$ cat config.mk
export PLATFORM = sky130hd
export DESIGN_NAME = velocity_write_scheduler_flat
export DESIGN_NICKNAME = d
export VERILOG_FILES = /design/src/rtl/velocity_pkg.sv /design/src/rtl/velocity_write_scheduler_if.sv /design/src/rtl/rest_frame_counter.sv /design/src/rtl/velocity_write_scheduler.sv /design/src/flat_wrapper.sv
export SDC_FILE = /design/constraint.sdc
export NUM_CORES = 1
export LEC_CHECK = 0
export ABC_AREA = 1
export BUFFER_PORTS_ARGS = -buffer_cell sky130_fd_sc_hd__buf_2
export CORE_ASPECT_RATIO = 1.4
export CORE_UTILIZATION = 40
export DETAILED_ROUTE_END_ITERATION = 8
export PLACE_DENSITY = 0.69
export SLEW_MARGIN = 20
export SYNTH_ARGS = -nofsm -noshare
export SYNTH_HDL_FRONTEND = slang
export SYNTH_SLANG_ARGS = --single-unit
$ cat constraint.sdc
create_clock -name clk -period 1.4 [get_ports clk]
set_input_delay 0.14 -clock clk [delete_from_list [all_inputs] [get_ports clk]]
set_output_delay 0.14 -clock clk [all_outputs]
set_load 0.01 [all_outputs]
$ cat src/rtl/velocity_pkg.sv
// rtl/velocity_pkg.sv - shared types and helpers for the velocity write scheduler
//   VEL_W         : velocity word width
//   vel_t         : signed velocity word
//   sched_state_t : shot life-cycle states, listed in cycle order
//   clamp_vel     : symmetric saturation of one velocity axis
package velocity_pkg;

    localparam int VEL_W = 11;

    typedef logic signed [VEL_W-1:0] vel_t;

    typedef enum logic [1:0] {
        SETTLE  = 2'd0,
        READY   = 2'd1,
        SHOT    = 2'd2,
        ROLLING = 2'd3
    } sched_state_t;

    // lim is a non-negative magnitude; each axis is limited to [-lim, +lim].
    function automatic vel_t clamp_vel(input vel_t v, input vel_t lim);
        if (v > lim) begin
            return lim;
        end else if (v < -lim) begin
            return -lim;
        end else begin
            return v;
        end
    endfunction

endpackage

$ cat src/rtl/velocity_write_scheduler_if.sv
// rtl/velocity_write_scheduler_if.sv - request, motion and write-port bundle of the scheduler
//   startOfFrame, ballMoving       : frame pulse and per-ball motion flags
//   hitReq/hitBallId/hitVelX/Y     : collision update request, hitAck grant
//   lineReq/lineVelX/Y             : cue shot request, lineAck grant
//   outBallId/outVelocityX/Y       : registered velocity write port, WriteEnable strobe
//   shotInProgress                 : high while the table is not ready for a shot
//   modports: master (requester/environment side), slave (scheduler side)
interface velocity_write_scheduler_if #(
    parameter int NUM_BALLS = 16,
    parameter int BALL_ID_W = 4
);
    import velocity_pkg::*;

    logic                 startOfFrame;
    logic [NUM_BALLS-1:0] ballMoving;

    logic                 hitReq;
    logic [BALL_ID_W-1:0] hitBallId;
    vel_t                 hitVelX;
    vel_t                 hitVelY;
    logic                 hitAck;

    logic                 lineReq;
    vel_t                 lineVelX;
    vel_t                 lineVelY;
    logic                 lineAck;

    logic [BALL_ID_W-1:0] outBallId;
    vel_t                 outVelocityX;
    vel_t                 outVelocityY;
    logic                 WriteEnable;
    logic                 shotInProgress;

    modport master (
        output startOfFrame, ballMoving,
        output hitReq, hitBallId, hitVelX, hitVelY,
        output lineReq, lineVelX, lineVelY,
        input  hitAck, lineAck,
        input  outBallId, outVelocityX, outVelocityY, WriteEnable, shotInProgress
    );

    modport slave (
        input  startOfFrame, ballMoving,
        input  hitReq, hitBallId, hitVelX, hitVelY,
        input  lineReq, lineVelX, lineVelY,
        output hitAck, lineAck,
        output outBallId, outVelocityX, outVelocityY, WriteEnable, shotInProgress
    );

endinterface

$ cat src/rtl/rest_frame_counter.sv
// rtl/rest_frame_counter.sv - saturating frame counter with clear and terminal detect
//   clk, rst : clock, synchronous active-high reset
//   clear    : reload to zero (wins over inc)
//   inc      : count one frame this cycle
//   done     : this increment reaches TERMINAL frames
module rest_frame_counter #(
    parameter int WIDTH    = 8,
    parameter int TERMINAL = 8
) (
    input  logic clk,
    input  logic rst,
    input  logic clear,
    input  logic inc,
    output logic done
);

    localparam logic [WIDTH-1:0] TERM = WIDTH'(TERMINAL);
    localparam logic [WIDTH-1:0] LAST = WIDTH'(TERMINAL - 1);

    logic [WIDTH-1:0] count;

    // Flagged on the incrementing cycle so the owner can change state on the
    // same edge the terminal count is reached.
    assign done = inc && (count >= LAST);

    always_ff @(posedge clk) begin
        if (rst || clear) begin
            count <= '0;
        end else if (inc && (count != TERM)) begin
            count <= count + WIDTH'(1);
        end
    end

endmodule

$ cat src/rtl/velocity_write_scheduler.sv
// rtl/velocity_write_scheduler.sv - arbitrates hit and cue-shot writes into ball velocity registers
//   clk, rst : clock, synchronous active-high reset
//   bus      : velocity_write_scheduler_if.slave (requests, motion flags, write port)
module velocity_write_scheduler
    import velocity_pkg::*;
#(
    parameter int NUM_BALLS        = 16,
    parameter int BALL_ID_W        = 4,
    parameter int STOP_FRAMES      = 8,
    parameter int SHOT_WAIT_FRAMES = 2,
    parameter int MAX_SHOT_SPEED   = 400
) (
    input logic                     clk,
    input logic                     rst,
    velocity_write_scheduler_if.slave bus
);

    typedef logic [BALL_ID_W-1:0] ball_id_t;

    localparam vel_t SHOT_LIM = vel_t'(MAX_SHOT_SPEED);

    sched_state_t state;
    sched_state_t state_next;

    logic     any_moving;
    logic     hit_ack;
    logic     line_ack;
    logic     hit_valid;

    logic     stop_inc;
    logic     stop_clear;
    logic     stop_done;
    logic     wait_inc;
    logic     wait_clear;
    logic     wait_done;

    logic     wr_en_next;
    ball_id_t wr_id_next;
    vel_t     wr_vx_next;
    vel_t     wr_vy_next;

    logic     wr_en_q;
    ball_id_t wr_id_q;
    vel_t     wr_vx_q;
    vel_t     wr_vy_q;
    logic     shot_q;

    assign any_moving = |bus.ballMoving;

    // Hits are always granted; a shot only from READY and only when no hit
    // competes. Nothing is granted while reset is held.
    assign hit_ack   = bus.hitReq && !rst;
    assign line_ack  = bus.lineReq && !bus.hitReq && (state == READY) && !rst;
    assign hit_valid = int'(bus.hitBallId) < NUM_BALLS;

    assign bus.hitAck  = hit_ack;
    assign bus.lineAck = line_ack;

    // Each counter runs only in its own state and is reloaded on any
    // transition, so a frame pulse coincident with a transition is not counted.
    assign stop_inc   = bus.startOfFrame && (state == SETTLE) && !any_moving;
    assign stop_clear = (state != SETTLE) || (state_next != SETTLE);
    assign wait_inc   = bus.startOfFrame && (state == SHOT) && !any_moving;
    assign wait_clear = (state != SHOT) || (state_next != SHOT);

    rest_frame_counter #(
        .WIDTH    (8),
        .TERMINAL (STOP_FRAMES)
    ) u_stop_counter (
        .clk   (clk),
        .rst   (rst),
        .clear (stop_clear),
        .inc   (stop_inc),
        .done  (stop_done)
    );

    rest_frame_counter #(
        .WIDTH    (4),
        .TERMINAL (SHOT_WAIT_FRAMES)
    ) u_wait_counter (
        .clk   (clk),
        .rst   (rst),
        .clear (wait_clear),
        .inc   (wait_inc),
        .done  (wait_done)
    );

    always_comb begin
        state_next = state;
        case (state)
            SETTLE: begin
                if (any_moving) begin
                    state_next = ROLLING;
                end else if (stop_done) begin
                    state_next = READY;
                end
            end
            READY: begin
                // A granted shot wins over motion seen in the same cycle.
                if (line_ack) begin
                    state_next = SHOT;
                end else if (any_moving) begin
                    state_next = ROLLING;
                end
            end
            SHOT: begin
                if (any_moving) begin
                    state_next = ROLLING;
                end else if (wait_done) begin
                    state_next = SETTLE;
                end
            end
            ROLLING: begin
                if (!any_moving) begin
                    state_next = SETTLE;
                end
            end
            default: state_next = SETTLE;
        endcase
    end

    always_comb begin
        wr_en_next = 1'b0;
        wr_id_next = '0;
        wr_vx_next = '0;
        wr_vy_next = '0;
        if (hit_ack) begin
            // Out-of-range ids are acknowledged and dropped.
            if (hit_valid) begin
                wr_en_next = 1'b1;
                wr_id_next = bus.hitBallId;
                wr_vx_next = bus.hitVelX;
                wr_vy_next = bus.hitVelY;
            end
        end else if (line_ack) begin
            wr_en_next = 1'b1;
            wr_id_next = '0;
            wr_vx_next = clamp_vel(bus.lineVelX, SHOT_LIM);
            wr_vy_next = clamp_vel(bus.lineVelY, SHOT_LIM);
        end
    end

    always_ff @(posedge clk) begin
        if (rst) begin
            state   <= SETTLE;
            shot_q  <= 1'b0;
            wr_en_q <= 1'b0;
            wr_id_q <= '0;
            wr_vx_q <= '0;
            wr_vy_q <= '0;
        end else begin
            state   <= state_next;
            // Taken from the next state so the flag rises with the shot itself.
            shot_q  <= (state_next != READY);
            wr_en_q <= wr_en_next;
            wr_id_q <= wr_id_next;
            wr_vx_q <= wr_vx_next;
            wr_vy_q <= wr_vy_next;
        end
    end

    // A write already registered when reset arrives is withheld from the
    // port, so the reset cycle never carries a write.
    assign bus.WriteEnable    = wr_en_q && !rst;
    assign bus.outBallId      = rst ? '0 : wr_id_q;
    assign bus.outVelocityX   = rst ? '0 : wr_vx_q;
    assign bus.outVelocityY   = rst ? '0 : wr_vy_q;
    assign bus.shotInProgress = shot_q && !rst;

endmodule

$ cat src/flat_wrapper.sv
// flat-port wrapper written by rule: the top's interface ports become plain ports
module velocity_write_scheduler_flat import velocity_pkg::*;
#(
    parameter int NUM_BALLS        = 16,
    parameter int BALL_ID_W        = 4,
    parameter int STOP_FRAMES      = 8,
    parameter int SHOT_WAIT_FRAMES = 2,
    parameter int MAX_SHOT_SPEED   = 400
)
  (clk, rst, bus_startOfFrame, bus_ballMoving, bus_hitReq, bus_hitBallId, bus_hitVelX, bus_hitVelY, bus_lineReq, bus_lineVelX, bus_lineVelY, bus_hitAck, bus_lineAck, bus_outBallId, bus_outVelocityX, bus_outVelocityY, bus_WriteEnable, bus_shotInProgress);
  velocity_write_scheduler_if #(.NUM_BALLS(NUM_BALLS), .BALL_ID_W(BALL_ID_W)) bus_i ();
  input logic clk;
  input logic rst;
  input wire logic [$bits(bus_i.startOfFrame)-1:0] bus_startOfFrame;
  input wire logic [$bits(bus_i.ballMoving)-1:0] bus_ballMoving;
  input wire logic [$bits(bus_i.hitReq)-1:0] bus_hitReq;
  input wire logic [$bits(bus_i.hitBallId)-1:0] bus_hitBallId;
  input wire logic [$bits(bus_i.hitVelX)-1:0] bus_hitVelX;
  input wire logic [$bits(bus_i.hitVelY)-1:0] bus_hitVelY;
  input wire logic [$bits(bus_i.lineReq)-1:0] bus_lineReq;
  input wire logic [$bits(bus_i.lineVelX)-1:0] bus_lineVelX;
  input wire logic [$bits(bus_i.lineVelY)-1:0] bus_lineVelY;
  output wire logic [$bits(bus_i.hitAck)-1:0] bus_hitAck;
  output wire logic [$bits(bus_i.lineAck)-1:0] bus_lineAck;
  output wire logic [$bits(bus_i.outBallId)-1:0] bus_outBallId;
  output wire logic [$bits(bus_i.outVelocityX)-1:0] bus_outVelocityX;
  output wire logic [$bits(bus_i.outVelocityY)-1:0] bus_outVelocityY;
  output wire logic [$bits(bus_i.WriteEnable)-1:0] bus_WriteEnable;
  output wire logic [$bits(bus_i.shotInProgress)-1:0] bus_shotInProgress;
  assign bus_i.startOfFrame = bus_startOfFrame;
  assign bus_i.ballMoving = bus_ballMoving;
  assign bus_i.hitReq = bus_hitReq;
  assign bus_i.hitBallId = bus_hitBallId;
  assign bus_i.hitVelX = bus_hitVelX;
  assign bus_i.hitVelY = bus_hitVelY;
  assign bus_i.lineReq = bus_lineReq;
  assign bus_i.lineVelX = bus_lineVelX;
  assign bus_i.lineVelY = bus_lineVelY;
  assign bus_hitAck = bus_i.hitAck;
  assign bus_lineAck = bus_i.lineAck;
  assign bus_outBallId = bus_i.outBallId;
  assign bus_outVelocityX = bus_i.outVelocityX;
  assign bus_outVelocityY = bus_i.outVelocityY;
  assign bus_WriteEnable = bus_i.WriteEnable;
  assign bus_shotInProgress = bus_i.shotInProgress;
  velocity_write_scheduler #(.NUM_BALLS(NUM_BALLS), .BALL_ID_W(BALL_ID_W), .STOP_FRAMES(STOP_FRAMES), .SHOT_WAIT_FRAMES(SHOT_WAIT_FRAMES), .MAX_SHOT_SPEED(MAX_SHOT_SPEED)) u_core (.clk(clk), .rst(rst), .bus(bus_i));
endmodule
Word-level counts from Yosys, hierarchy flattened. Index checks and enable logic that the tools add are counted.

Register bits after elaboration: 42. Input bits: 69. Output and inout port bits: 30. Word-level logic and storage cells: 72.

$add $sub $neg: 2. Order comparisons: 6. Eq/ne operators: 8. Multiplexer cells: 21. Bitwise operators: 1. Reduce and logical (&&, ||, !) cells: 26.

Operator list (number): $mux 11 (10); $gt 11x10->1 const B (2); $lt 11x10->1 const B (2); $reduce_or 16->1 (1); $logic_and 1x1->1 (14); $mux 2 (7); $add 8x1->8 const B (1); $ge 8x3->1 const B (1); $ne 8x4->1 const B (1); $pmux 2 s4 (1); $add 4x1->4 const B (1); $eq 2x2->1 const B (2); $ge 4x1->1 const B (1); $logic_or 1x1->1 (4); $mux 4 (1); $ne 2x2->1 const B (2); $ne 4x2->1 const B (1); $reduce_bool 2->1 (2); $logic_not 1->1 (3); $eq 2x1->1 const B (1); $logic_not 2->1 (1); $mux 1 (2); $ne 2x1->1 const B (1); $reduce_or 2->1 (1); $not 1->1 (1).

Longest topological paths before layout.
Word-level depth: 10. Gate-level depth with buffers: 10. Gate-level depth less buffers: 10.

Hierarchy. From an unflattened synthesis, not the netlist that was laid out.

Cell total of the unflattened synthesis: 399. Area total of the unflattened synthesis: 2468.6 µm².

By module, submodules not included: velocity_write_scheduler (times used 1, cells each 280, area each 1696.6 µm², sequential area each 600.6 µm²); rest_frame_counter (u_core.u_stop_counter) (times used 1, cells each 78, area each 489.2 µm², sequential area each 160.2 µm²); rest_frame_counter (u_core.u_wait_counter) (times used 1, cells each 41, area each 282.8 µm², sequential area each 80.1 µm²).

Least setup slack after synthesis. Ideal clock, no wire load.

Path kind: input -> register. Start: input bus_lineVelY[6]. End: register u_core.wr_vy_q[5]. Library setup time: 0.113 ns. Arrival: 1.137 ns. Required time: 1.287 ns. Slack: 0.150 ns. Stages: 8. Buffers on the path: 0. Cells stage by stage: inv_1 -> nor2_1 -> o311ai_0 -> ha_1 -> inv_1 -> nand2_1 -> nand3_1 -> nand2_1.

Word-level cells in the longest chain between the ends: 5. Elaborated cells between the ends (all ways): 6. Classes of those cells: 2 x order compare; 4 x mux.

RTL lines: start: declaration (RTL line flat_wrapper.sv:22) `input wire logic [$bits(bus_i.lineVelY)-1:0] bus_lineVelY;`; $lt 11x10->1 (RTL line velocity_pkg.sv:23) `end else if (v < -lim) begin`; $mux 11 (RTL line velocity_pkg.sv:23); $mux 11 (*) (RTL line velocity_pkg.sv:21) `if (v > lim) begin`; $mux 11 (*) (RTL line velocity_write_scheduler.sv:135) `end else if (line_ack) begin`; $mux 11 (*) (RTL line velocity_write_scheduler.sv:127) `if (hit_ack) begin`; end signal: assignment (RTL line velocity_write_scheduler.sv:158) `wr_vy_q <= wr_vy_next;`; end: declaration (RTL line velocity_write_scheduler.sv:45) `vel_t wr_vy_q;`.

Mark *: on every way between the ends. The rest lies on a longest branch, timed or not. A chain may end at the register's enable or synchronous reset.

Final worst setup path.
Start: register u_core.u_stop_counter.count[6]. End: register u_core.u_stop_counter.count[1].

Word-level cells in the longest chain between the ends: 8. Elaborated cells between the ends (all ways): 10. Classes of those cells: 1 x order compare; 1 x eq/ne; 3 x mux; 5 x reduce/logical.

RTL lines: start: declaration (RTL line rest_frame_counter.sv:20) `logic [WIDTH-1:0] count;`; start signal: assignment (RTL line rest_frame_counter.sv:30) `count <= count + WIDTH'(1);`; $ge 8x3->1 (RTL line rest_frame_counter.sv:24) `assign done = inc && (count >= LAST);`; $logic_and 1x1->1 (RTL line rest_frame_counter.sv:24); $mux 2 (RTL line velocity_write_scheduler.sv:94) `end else if (stop_done) begin`; $mux 2 (RTL line velocity_write_scheduler.sv:92) `if (any_moving) begin`; $pmux 2 s4 (RTL line velocity_write_scheduler.sv:90) `case (state)`; $reduce_bool 2->1 (RTL line velocity_write_scheduler.sv:62) `assign stop_clear = (state != SETTLE) || (state_next != SETTLE);`; $logic_or 1x1->1 (RTL line velocity_write_scheduler.sv:62); $logic_or 1x1->1 (RTL line rest_frame_counter.sv:27) `if (rst || clear) begin`.

Parallel ways exist; a longest one is shown, timed or not.

==> results.sh <==
export IMPL_period_minus_slack_ps=1310
export IMPL_fin_crit_sh_pct=93.4
export IMPL_grt_start_max_net_pins=28
export IMPL_die_area_sq_um=6340
export IMPL_synth_cell_types=34
export IMPL_wire_per_inst_um=9.56
export IMPL_antenna_left=0
export IMPL_tightest_slew_ps=313
export IMPL_path_clk_slew_ps=70
export IMPL_cp_required_ps=1620
export IMPL_pwr_density_cell_nw_per_um2=784
export IMPL_clock_sinks=42
export IMPL_cp_start_kind="flip-flop"
export IMPL_synth_seq_cells=42
export IMPL_nets=563
export IMPL_firstDrtPassIters=4
export IMPL_fmax_mhz=764
export IMPL_grt_pass1_wl_um=8820
export IMPL_netSwitchingFraction_pct=23.7
export IMPL_crit_path_end_kind="flip-flop"
export IMPL_ir_drop_v=0.000551
export IMPL_htreeDepth=2
export IMPL_design_portCount=99
export IMPL_setup_viol=0
export IMPL_power_frac_seq_pct=49.3
export IMPL_grt_util_met2_pct=33.2
export IMPL_power_leakage_uw=0.00173
export IMPL_wl_um=5330
export IMPL_use_met1_pct=17.6
export IMPL_core_area_sq_um=5820
export IMPL_cts_tree="yes"
export IMPL_crit_fanout=8
export IMPL_p_sw_uw=598
export IMPL_grt_antenna_before_repair=0
export IMPL_clkPwrFrac_pct=36.4
export IMPL_r2r_start="u_core.u_stop_counter.count[6]$_SDFFE_PP0P_"
export IMPL_n_antenna_cell=0
export IMPL_p_total_uw=2530
export IMPL_maxCapViolCount=0
export IMPL_fp_dieH_um=93.8
export IMPL_synthCells=372
export IMPL_yosysWarnings=0
export IMPL_grt_overflow=0
export IMPL_hp_class="primary input to flip-flop"
export IMPL_grt_busiest_layer="met2"
export IMPL_synthesis_area_sq_um=2410
export IMPL_clock_latency_ps=290
export IMPL_remaining_drc_errors=0
export IMPL_syn_area_per_cell_sq_um=6.47
export IMPL_fillCellCount=597
export IMPL_drt_iter0_markers=50
export IMPL_final_cell_mix="buf_2 (98), nand2_1 (95), inv_1 (69), nor2_1 (69), dfxtp_1 (35)"
export IMPL_use_met3_pct=3.64
export IMPL_place_gp_congestion=0.791
export IMPL_via_count=2517
export IMPL_chipWidth_um=67.6
export IMPL_min_from="bus_hitVelX[2]"
export IMPL_cts_buffers=5
export IMPL_start_util_pct=41.3
export IMPL_layout_commonest_cell="buf_2"
export IMPL_syn_num_nets=449
export IMPL_place_hpwl_um=4270
export IMPL_grt_pass1_vias=2282
export IMPL_path_class="flip-flop to flip-flop"
export IMPL_hold_viol=0
export IMPL_combPwrFrac_pct=14.2
export IMPL_p_int_uw=1930
export IMPL_status="completed"
export IMPL_via_per_inst=4.52
export IMPL_cts_max_path_buffers=2
export IMPL_drive_above_1_share_pct=32.0
export IMPL_std_cell_rows=33
export IMPL_io_buffers=98
export IMPL_slew_headroom_pct=78.9
export IMPL_yosysSeqAreaShare_pct=34.9
export IMPL_clockRootBuffer="clkbuf_8"
export IMPL_worstPathArrival_ps=1530
export IMPL_slew_viol_final=0
export IMPL_area_growth_pct=34.0
export IMPL_rsz0062_at_grt="true"
export IMPL_finalClockSkew_ps=1.83
export IMPL_crit_start="u_core.u_stop_counter.count[6]$_SDFFE_PP0P_"
export IMPL_whs_ps=42.4
export IMPL_grt_usage_pct=17.9
path summary, 6_finish.rpt:
check | end | slack [ps] | cells after the start
worst max-delay path | u_core.u_stop_counter.count[1]$_SDFFE_PP0P_ | 90 | 7
worst min register to register | u_core.u_wait_counter.count[3]$_SDFFE_PP0P_ | 540 | 4
worst max register to register | u_core.u_stop_counter.count[1]$_SDFFE_PP0P_ | 90 | 7
worst min-delay path | u_core.wr_vx_q[2]$_SDFF_PP0_ | 40 | 3
final cells by class:
type	count	area (sq um)	area share [%]
inverters	74	280	8.69
well taps	70	87.6	2.72
clock inverters	1	30.0	0.931
multi-input cells	250	1300	40.3
flip-flops and latches	42	850	26.3
clock buffers	7	76.3	2.37
repair buffers	113	603	18.7
cells by family after synthesis:
group                    Yosys count  synth area share (%)
AND/OR/NAND/NOR                  218                  41.6
buffers and inverters             81                  12.8
flip-flops                        42                  34.9
AO/OA/AOI/OAI                     17                  4.31
adder cells (fa/ha/maj)            8                  4.16
XOR/XNOR                           6                  2.18
sequential cells by signal, indices dropped and copies added (netlist names):
register,count
u_core.u_stop_counter.count,8
u_core.wr_id_q,4
u_core.u_wait_counter.count,4
u_core.wr_vy_q,11
u_core.wr_en_q,1
u_core.state,2
u_core.shot_q,1
u_core.wr_vx_q,11
synthesized netlist by cell type, drive strengths merged:
cell	instances	area, sq um
ha	8	100
o21bai	2	18.8
nand3	26	145
o21ai	9	45.0
clkbuf	4	15.0
dfxtp	42	841
xnor2	2	17.5
inv	74	278
nand2	99	387
nor2	78	330
or2	2	12.5
xor2	4	35.0
nor3	2	26.3
nor2b	2	12.5
a21oi	3	15.0
nor3b	1	7.51
nand3b	2	15.0
o311ai	2	17.5
nand4	6	65.1
o211ai	1	7.51
buf	3	16.3
power by group through the flow:
stage / logic (uW) / clock network (uW) / registers, uW
3_5_place_dp: 357 / 0 / 1280
2_1_floorplan: 185 / 0 / 1270
3_3_place_gp: 352 / 0 / 1270
5_1_grt: 411 / 992 / 1250
6_report: 360 / 922 / 1250
4_1_cts: 358 / 944 / 1250
per-layer routing:
| metal | share of wire [%] | wire (um) |
|---|---|---|
| met3 | 4.7 | 252 |
| met1 | 40 | 2110 |
| met2 | 52 | 2770 |
| met4 | 3.6 | 190 |
| met5 | 0 | 0 |
worst max-delay path, cell delays in order (launching register included):
cell and delay, ps:
dfxtp_1 340, inv_2 60, nand2_1 80, nor3_4 180, nand3_1 140, nand3_2 150, nand4_4 150, nor2_1 140
metrics by stage:
step	cell area, sq um	TNS (ps)	instances	util, %	worst slack [ps]
after floorplan	2410	0	372	-	150
after global placement	3030	-91.6	543	52.0	-28.8
after detailed placement	3030	-286	543	52.0	-43.3
after CTS	3140	0	551	53.9	0.0498
after global routing	3230	-127	557	55.4	-29.5
final	3230	0	557	55.4	91.9
what timing repair did:
item	4_1_cts	5_1_grt
pin swaps	0	6
hold buffers	0	0
buffers inserted	0	5
cloned	0	1
resized for setup	1	16
setup endpoints to repair	1	16
hold endpoints to repair	0	0
No activity file was read; power rests on OpenSTA's default activity.
